$ cat src/rtl/uart_rx.sv
// 8N1 UART receiver: 3-flop input synchronizer, mid-bit sampling, one-cycle
// strobes for a good byte (dout_vld) or a low stop bit (frame_err).
//
// state | meaning
// IDLE  | line idle, counters held at 0, waiting for a falling edge
// START | qualifying the start bit; high at mid-bit means glitch
// DATA  | sampling data bits 1..8 at mid-bit, LSB first
// STOP  | sampling the stop bit, back to IDLE at its midpoint
module uart_rx #(
    parameter int BAUD = 434
) (
    input  logic       clk,
    input  logic       rst_n,
    input  logic       din,
    output logic [7:0] dout,
    output logic       dout_vld,
    output logic       frame_err,
    output logic       busy
);

    localparam logic [12:0] BPS_LAST = 13'(BAUD - 1);
    localparam logic [12:0] BPS_MID  = 13'(BAUD / 2 - 1);

    typedef enum logic [1:0] {
        IDLE  = 2'd0,
        START = 2'd1,
        DATA  = 2'd2,
        STOP  = 2'd3
    } state_t;

    state_t      state;
    state_t      state_nxt;
    logic        din_r0;
    logic        din_r1;
    logic        din_r2;
    logic        fall;
    logic [12:0] cnt_bps;
    logic [3:0]  cnt_bit;
    logic [7:0]  shift_reg;
    logic        sample_pt;
    logic        bps_wrap;
    logic        shift_en;
    logic        load_byte;
    logic        stop_bad;

    always_ff @(posedge clk or negedge rst_n) begin
        if (!rst_n) begin
            din_r0 <= 1'b1;
            din_r1 <= 1'b1;
            din_r2 <= 1'b1;
        end else begin
            din_r0 <= din;
            din_r1 <= din_r0;
            din_r2 <= din_r1;
        end
    end

    assign fall      = din_r2 & ~din_r1;
    assign sample_pt = (cnt_bps == BPS_MID);
    assign bps_wrap  = (cnt_bps == BPS_LAST);
    assign busy      = (state != IDLE);

    always_ff @(posedge clk or negedge rst_n) begin
        if (!rst_n) begin
            state <= IDLE;
        end else begin
            state <= state_nxt;
        end
    end

    always_comb begin
        state_nxt = state;
        shift_en  = 1'b0;
        load_byte = 1'b0;
        stop_bad  = 1'b0;
        case (state)
            IDLE: begin
                if (fall) begin
                    state_nxt = START;
                end
            end
            START: begin
                if (sample_pt && din_r1) begin
                    state_nxt = IDLE;
                end else if (bps_wrap) begin
                    state_nxt = DATA;
                end
            end
            DATA: begin
                if (sample_pt) begin
                    shift_en = 1'b1;
                end
                if (bps_wrap && (cnt_bit == 4'd8)) begin
                    state_nxt = STOP;
                end
            end
            STOP: begin
                // Leave at mid stop bit so a start bit right behind it is caught.
                if (sample_pt) begin
                    state_nxt = IDLE;
                    if (din_r1) begin
                        load_byte = 1'b1;
                    end else begin
                        stop_bad = 1'b1;
                    end
                end
            end
            default: begin
                state_nxt = IDLE;
            end
        endcase
    end

    always_ff @(posedge clk or negedge rst_n) begin
        if (!rst_n) begin
            cnt_bps <= 13'd0;
            cnt_bit <= 4'd0;
        end else if ((state == IDLE) || (state_nxt == IDLE)) begin
            cnt_bps <= 13'd0;
            cnt_bit <= 4'd0;
        end else if (bps_wrap) begin
            cnt_bps <= 13'd0;
            cnt_bit <= cnt_bit + 4'd1;
        end else begin
            cnt_bps <= cnt_bps + 13'd1;
        end
    end

    // Right shift: after eight samples the first data bit sits in bit 0.
    always_ff @(posedge clk or negedge rst_n) begin
        if (!rst_n) begin
            shift_reg <= 8'h00;
        end else if (shift_en) begin
            shift_reg <= {din_r1, shift_reg[7:1]};
        end
    end

    always_ff @(posedge clk or negedge rst_n) begin
        if (!rst_n) begin
            dout      <= 8'h00;
            dout_vld  <= 1'b0;
            frame_err <= 1'b0;
        end else begin
            dout_vld  <= load_byte;
            frame_err <= stop_bad;
            if (load_byte) begin
                dout <= shift_reg;
            end
        end
    end

endmodule

$ cat config.mk
export PLATFORM = sky130hd
export DESIGN_NAME = uart_rx
export DESIGN_NICKNAME = d
export VERILOG_FILES = /design/src/rtl/uart_rx.sv
export SDC_FILE = /design/constraint.sdc
export NUM_CORES = 1
export LEC_CHECK = 0
export ABC_AREA = 1
export CAP_MARGIN = 10
export CORE_MARGIN = 4
export CORE_UTILIZATION = 55
export DETAILED_ROUTE_END_ITERATION = 10
export PLACE_DENSITY = 0.83
export REMOVE_ABC_BUFFERS = 1
export SETUP_SLACK_MARGIN = 0.02
export SKIP_LAST_GASP = 1
export SYNTH_ARGS = -nofsm -noshare
export SYNTH_HDL_FRONTEND = slang
export SYNTH_SLANG_ARGS = --single-unit
$ cat constraint.sdc
create_clock -name clk -period 3.7 [get_ports clk]
set_input_delay 0.74 -clock clk [delete_from_list [all_inputs] [get_ports clk]]
set_output_delay 0.74 -clock clk [all_outputs]
set_load 0.01 [all_outputs]
==> results of run 1 <==
[worst max path at each step]
stage	start	endpoint	slack (ns)	depth (start not counted)
finish	state[1]	busy	1.48	3
global route	state[1]	busy	1.38	3
CTS	state[1]	busy	1.47	3
detailed placement	state[1]	busy	1.78	3
global placement	state[1]	busy	1.79	3
floorplan	cnt_bps[0]	shift_reg[0]	2.11	7
[area by class of cell]
type / count / area (um2) / area share
clock inverter: 2 / 60.06 / 0.02604
inverter: 33 / 125.1 / 0.05426
sequential: 40 / 1005 / 0.4357
clock buffer: 6 / 72.57 / 0.03147
tap: 46 / 57.56 / 0.02496
timing repair buffer: 13 / 125.1 / 0.05426
multi-input combinational: 154 / 860.8 / 0.3733
[cell usage in the layout (no fill, tap or decap), drive strengths merged]
cell	netlist	routed
buf	4	1
bufinv	0	2
clkbuf	0	6
clkdlybuf4s50	0	12
clkinv	1	1
dfrtp	37	37
dfstp	3	3
ha	5	5
inv	32	32
nand2	53	53
nand3	13	13
nand3b	2	2
nand4	7	7
nor2	40	40
nor3	5	5
nor4	2	2
o21ai	17	17
o21bai	1	1
xor2	9	9
[logic make-up (layout without fill, tap and decap cells)]
| group | after synthesis | count (layout) | synth area share |
|---|---|---|---|
| AOI/OAI and AO/OA | 18 | 18 | 0.06027 |
| xor gates and xnor gates | 9 | 9 | 0.03875 |
| adders and majority gates | 5 | 5 | 0.03075 |
| buffers and inverters | 37 | 54 | 0.08302 |
| DFF | 40 | 40 | 0.4939 |
| and+or+nand+nor | 122 | 122 | 0.2934 |
[critical path: stages, from the launching register on]
cell,delay (ns)
dfrtp_1,0.43
nor2_1,0.18
inv_1,0.10
clkdlybuf4s50_1,0.48
[metal layers]
metal	vias up	global-route usage
met3	6	0.04862
met1	701	0.2349
met2	27	0.2634
met4	0	0.05839
li1	755	-
met5	-	0
[power by group through the flow]
stage / logic [uW] / registers [uW] / clock network [uW]
6_report: 254 / 494 / 413
5_1_grt: 291 / 498 / 444
4_1_cts: 261 / 493 / 422
3_5_place_dp: 262 / 501 / 0
3_3_place_gp: 254 / 500 / 0
2_1_floorplan: 194 / 495 / 0
[metrics by stage]
step           instances  cell area (um2)  power (uW)
2_1_floorplan        227             1991       689.0
3_3_place_gp         286             2173       754.5
3_5_place_dp         286             2173       762.3
4_1_cts              294             2306        1176
5_1_grt              294             2306        1233
6_report             294             2306        1160
==> results.cfg, run 1 <==
[routing]
drt_pass1_iterations = 4
ant_nets = 0
route.met3.wl_um = 135
detail_route.iter0.violations = 127
drc_errors = 0
met2_length_um = 1531
highest_layer = met4
drt-total-wl_um = 3417
vias = 1489
wl_per_cell_um = 11.62
via_per_inst = 5.065
m1WireLength_um = 1695

[layout]
fillers = 278
final_core_util = 0.6699
nNetsFinal = 255
diodes = 0
largest_reg_flops = 13
final_layout_size_suffix_gt1_frac = 0.1855
syn2layout_area_growth_pct = 13.35

[worst_hold_path]
hold_depth = 0
min_path_type = reg -> reg
hold_end = din_r1
hold_start = din_r0

[critical_path]
cp_max_fo = 5
r2r-start = cnt_bps[0]
r2r_cells = 7
worst_setup_path_end_kind = output pin
r2r-end = shift_reg[2]
crit_type = reg -> out
cp.required_ns = 2.96
cp.arrival_ns = 1.48
crit_path_start_kind = register
r2r_slack_ns = 1.84

[floorplan]
rows = 21
start_util = 0.5911
io_pins = 14
coreArea_um2 = 3442
dieHeight_um = 68.82
die-area_um2 = 4736
die_x_um = 68.82

[sta]
worstMarginPinSlew_ns = 0.8500
setup_ws_ns = 1.481
setup_tns_ns = 0
finalCritPeriodShare = 0.5997
slew_viol_final = 0
holdWs_ns = 0.3579
fin_skew_ns = 0.008422
layout_min_cycle_time_ns = 2.219
hold_viol = 0
setup_violations = 0
rsz0062_at_grt = no
slew_headroom = 0.4333
fmax_mhz = 450.7

[grt]
antenna_found_initial = 0
grt_use_total = 0.1721
grt_pass1_vias = 1393
grt_max_degree = 41
grt_pass1_wl_um = 5989
grt_overflow_total = 0

[power]
internal_power_uw = 810.0
clockPowerShare = 0.356
vdd_drop_max_mv = 0.2951
switching_share = 0.3020
p_per_area_nw_per_um2 = 503.2
pwr-share-seq = 0.425
p_sw_uw = 350.4
p_leak_uw = 0.001055
power.share.combinational = 0.219

[yosys]
ys_types = 28
ys.flop_type = dfrtp_1
synthMostInstantiatedCell = nand2_1
async_reset_ff_frac = 1.000
synthCells = 231
synth_top_area_frac = 0.4551
ys_warn_count = 0
synthTopCellsByArea = dfrtp_1 46%, nand2_1 9.2%, inv_1 5.4%
synth-seq-area-share = 0.4938
syn_area_per_cell_um2 = 8.807
syn_area_um2 = 2034
ys_ff_latch = 40
synth_top_area_cell = dfrtp_1
ys_top_cells_by_count = 50 x nand2_1, 37 x dfrtp_1, 29 x inv_1
synth-edff-count = 0

[placement]
portBuffers = 13
post-dp-hpwl_um = 2440
gp_congestion = 0.8868
place_ws_ns = 1.778

[cts]
h-tree-depth = 2
clockRootBuffer = clkbuf_8
worstSkewPairLatency_ns = 0.29
post_cts_resize_count = 0
cts_setup_buffers = 0
clock_sinks = 40
numCtsBuffers = 5
tritoncts = built
cts.path.max_buffers = 2
hold_buffers = 0
clk_pin_slew_ns = 0.07

[outcome]
outcome = finished, final reports clean

[job]
cap_violations = 0
(Power assumes the default switching activity.)
==> run 2: changes to the inputs <==
clock period = 2.2 ns   (was 3.7 ns; I/O delays follow)
==> results.cfg, run 2 (synthesis results as in run 1) <==
[critical_path]
cp_max_fo = 5
cp.arrival_ns = 1.54
worst_setup_path_end_kind = output pin
cp.required_ns = 1.76
crit_path_start_kind = register
r2r_cells = 7
r2r-end = shift_reg[5]
r2r-start = cnt_bps[0]
crit_type = reg -> out
r2r_slack_ns = 0.34

[placement]
post-dp-hpwl_um = 2472
portBuffers = 13
gp_congestion = 0.8571
placed_cells = 286

[grt]
use_met2 = 0.2610
grt_pass1_vias = 1364
grt_max_degree = 41
grtUsageMet3 = 0.02917
grt_pass1_wl_um = 6016
met1_usage = 0.2463
antenna_found_initial = 0
grt_overflow_total = 0
grt_use_total = 0.1751
grt_busiest_layer = met2

[cts]
hold_buffers = 0
cts_setup_buffers = 0
cts.path.max_buffers = 2
worstSkewPairLatency_ns = 0.29
tritoncts = built
numCtsBuffers = 5
clockRootBuffer = clkbuf_8
clk_pin_slew_ns = 0.08
clock_sinks = 40
post_cts_resize_count = 0
h-tree-depth = 2

[power]
clockPowerShare = 0.329
vdd_drop_max_mv = 0.3970
p_leak_uw = 0.001051
p_per_area_nw_per_um2 = 817.7
switching_share = 0.3185
pwr-share-seq = 0.444
internal_power_uw = 1279
p_sw_uw = 597.6
power.share.combinational = 0.227

[outcome]
outcome = finished, final reports clean

[layout]
fillers = 300
final_core_util = 0.6667
layout_commonest_cell = nand2_1
layout_common_cells = 50 x nand2_1, 37 x dfrtp_1, 29 x inv_1
syn2layout_area_growth_pct = 12.79
finalNonFillerCells = 294
largest_reg_flops = 13
final_layout_size_suffix_gt1_frac = 0.1895
nNetsFinal = 255
diodes = 0

[floorplan]
dieHeight_um = 68.82
start_util = 0.5911
rows = 21
coreArea_um2 = 3442
die-area_um2 = 4736
io_pins = 14
die_x_um = 68.82

[sta]
fin_skew_ns = 0.006656
setup_tns_ns = 0
slew_headroom = 0.4531
hold_viol = 0
slew_viol_final = 0
layout_min_cycle_time_ns = 1.983
fmax_mhz = 504.4
rsz0062_at_grt = no
setup_violations = 0
worstMarginPinSlew_ns = 0.8203
finalCritPeriodShare = 0.9012

[worst_hold_path]
min_path_type = in -> async

[routing]
detail_route.iter0.violations = 69
drc_errors = 0
wl_per_cell_um = 11.84
via_per_inst = 4.976
drt_pass1_iterations = 4
vias = 1463
ant_nets = 0
drt-total-wl_um = 3482

[job]
cap_violations = 0
## run 2: changes by cell type in the layout (fill, tap and decap cells not counted), sizes merged
cell,change
bufinv,-1
clkinv,+1
## run 2: layer usage
layer / routed length [um] / vias to the layer above
li1: - / 752
met1: 1743 / 686
met2: 1559 / 19
met3: 112 / 6
met4: 65 / 0
met5: 0 / -
## run 2: power by group through the flow
stage / clock network [uW] / registers (uW) / logic [uW]
floorplan: 0 / 833 / 326
global route: 668 / 839 / 479
finish: 617 / 833 / 427
global placement: 0 / 843 / 419
CTS: 629 / 833 / 429
detailed placement: 0 / 847 / 423
## run 2: final cells by class
class                      instances  area (um2)  area share
clock inverter                     2       38.79     0.01690
timing repair buffer              13       125.1     0.05453
inverter                          33       125.1     0.05453
tap                               46       57.56     0.02508
clock buffer                       6       82.58     0.03599
sequential                        40        1005      0.4378
multi-input combinational        154       860.8      0.3751
## run 2: how the worst max path moves through the flow
stage	from	end	slack, ns	cells past startpoint
2_1_floorplan	cnt_bps[0]	shift_reg[0]	0.61	7
3_3_place_gp	cnt_bps[0]	shift_reg[3]	0.37	7
3_5_place_dp	cnt_bps[0]	shift_reg[3]	0.35	7
4_1_cts	state[1]	busy	0.22	3
5_1_grt	cnt_bps[0]	shift_reg[5]	0.15	7
6_report	state[1]	busy	0.22	3
## run 2: worst max-delay path, stage by stage, from the launching register on
cell             delay, ns
dfrtp_1               0.44
nor2_1                0.20
inv_1                 0.12
clkdlybuf4s50_1       0.49
## run 2: stage by stage
step,area (um2),hold slack (ns),power (uW),worst slack (ns)
floorplan,1991,0.1444,1159,0.6051
global placement,2173,0.3494,1262,0.3728
detailed placement,2173,0.3490,1270,0.3536
CTS,2295,0.2716,1891,0.2182
finish,2295,0.2399,1876,0.2174
global route,2295,0.3155,1986,0.1466
==> run 3: changes to the inputs <==
ABC_AREA = not set   (was 1)
CORE_UTILIZATION = 40   (was 55)
PLACE_DENSITY = 0.66   (was 0.83)
==> results.cfg, run 3 <==
[sta]
slew_viol_final = 0
setup_violations = 0
finalCritPeriodShare = 0.9425
rsz0062_at_grt = no
setup_tns_ns = 0
slew_headroom = 0.4204
worstMarginPinSlew_ns = 0.8694
layout_min_cycle_time_ns = 2.073
fmax_mhz = 482.3
hold_viol = 0
fin_skew_ns = 0.003721

[routing]
ant_nets = 0
drt-total-wl_um = 3342
detail_route.iter0.violations = 51
vias = 1215
via_per_inst = 5.192
drt_pass1_iterations = 4
wl_per_cell_um = 14.28
drc_errors = 0

[yosys]
syn_area_per_cell_um2 = 11.71
ys.flop_type = dfrtp_1
ys_types = 35
syn_area_um2 = 1815
ys_ff_latch = 40
ys_warn_count = 0
synth_top_area_cell = dfrtp_1
synthCells = 155
synth_top_area_frac = 0.5100
synth-seq-area-share = 0.5534
synth-edff-count = 0
async_reset_ff_frac = 1.000
synthMostInstantiatedCell = dfrtp_1
ys_top_cells_by_count = 37 x dfrtp_1, 21 x nor2_1, 12 x mux2_2, 12 x nand2_1
synthTopCellsByArea = dfrtp_1 51%, mux2_2 7.4%, dfstp_2 4.3%

[floorplan]
coreArea_um2 = 4384
dieHeight_um = 75.37
io_pins = 14
die-area_um2 = 5681
rows = 24
die_x_um = 75.37
start_util = 0.4141

[cts]
cts.path.max_buffers = 2
tritoncts = built
clock_sinks = 40
worstSkewPairLatency_ns = 0.30
numCtsBuffers = 5
h-tree-depth = 2
hold_buffers = 0
clk_pin_slew_ns = 0.08
clockRootBuffer = clkbuf_8

[placement]
post-dp-hpwl_um = 2329
portBuffers = 13
dpl_cell_area_um2 = 2039
gp_congestion = 0.8467

[power]
vdd_drop_max_mv = 0.4339
p_leak_uw = 0.0009868
p_per_area_nw_per_um2 = 734.7
p_total_uw = 1586

[grt]
grt_max_degree = 41
grt_pass1_vias = 1192
grt_pass1_wl_um = 5699
grt_overflow_total = 0
antenna_found_initial = 0
grt_use_total = 0.1387

[outcome]
outcome = finished, final reports clean

[critical_path]
crit_type = reg -> reg
crit_path_start_kind = register
cp_max_fo = 5
worst_setup_path_end_kind = register
cp.arrival_ns = 2.26
cp.required_ns = 2.38
r2r_slack_ns = 0.13

[layout]
diodes = 0
syn2layout_area_growth_pct = 18.88
nNetsFinal = 189
layout_commonest_cell = dfrtp_1
final_layout_size_suffix_gt1_frac = 0.2198
layout_common_cells = 37 x dfrtp_1, 21 x nor2_1, 12 x nand2_1, 12 x mux2_2, 12 x clkdlybuf4s50_1
stdcell_area_um2 = 2158
largest_reg_flops = 13

[job]
cap_violations = 0

[worst_hold_path]
min_path_type = in -> async
## run 3: worst max-delay path, stage by stage, from the launching register on
cell and delay, ns:
dfrtp_1 0.38, or3b_2 0.52, nor4_4 0.37, nand3_4 0.18, nor2_8 0.16, mux2_2 0.35
## run 3: power breakdown
| part | total, uW | switching (uW) | leakage (uW) | internal (uW) |
|---|---|---|---|---|
| clock | 509 | 258 | 0.0000510 | 250 |
| combinational | 216 | 123 | 0.000397 | 93.3 |
| sequential | 861 | 75.6 | 0.000538 | 785 |
| total | 1590 | 457 | 0.000987 | 1130 |
## run 3: layout make-up
cell class | count | area (um2)
Clock buffer | 6 | 82.58
Clock inverter | 2 | 10.01
Timing Repair Buffer | 19 | 170.2
Tap cell | 52 | 65.06
Multi-Input combinational cell | 108 | 799.5
Fill cell | 390 | 2226
Sequential cell | 40 | 1005
Inverter | 7 | 26.28
## run 3: worst paths after layout
path,start,cells after the start,to
max,cnt_bps[5],5,dout[4]
min,rst_n,1,cnt_bit[3]
max reg2reg,cnt_bps[5],5,dout[4]
min reg2reg,din_r0,0,din_r1
max in group asynchronous,rst_n,1,frame_err
min in group clk,din_r0,0,din_r1
## run 3: routing by layer
| metal | vias to the layer above | part of all wire | global-route usage | wire [um] |
|---|---|---|---|---|
| met2 | 31 | 0.45 | 0.2033 | 1511 |
| met5 | - | 0 | 0 | 0 |
| li1 | 584 | - | - | - |
| met1 | 594 | 0.47 | 0.1805 | 1563 |
| met3 | 6 | 0.060 | 0.05541 | 199 |
| met4 | 0 | 0.020 | 0.06408 | 68 |
## run 3: cells by family after synthesis
kind of cell | Yosys count | share of synthesized area
adder cells (fa/ha/maj) | 5 | 0.03446
multiplexers | 15 | 0.09304
AO/OA/AOI/OAI | 13 | 0.04411
buffers and inverters | 8 | 0.01654
XOR/XNOR | 13 | 0.06272
flip-flops | 40 | 0.5534
AND/OR/NAND/NOR | 61 | 0.1957
## run 3: what timing repair did
| action | 4_1_cts | 5_1_grt |
|---|---|---|
| setup buffers | 0 | 1 |
| endpoints found under the setup margin | 0 | 18 |
| resized for setup | 0 | 2 |
## run 3: stage by stage
| stage | instances | hold WS, ns | util | worst slack [ns] |
|---|---|---|---|---|
| finish | 234 | 0.2531 | 0.4923 | 0.1266 |
| global route | 234 | 0.3328 | 0.4923 | 0.01387 |
| detailed placement | 224 | 0.3520 | 0.4652 | 0.05863 |
| floorplan | 154 | 0.1444 | - | 0.06274 |
| CTS | 232 | 0.2806 | 0.4863 | 0.04338 |
| global placement | 224 | 0.3462 | 0.4652 | 0.09874 |
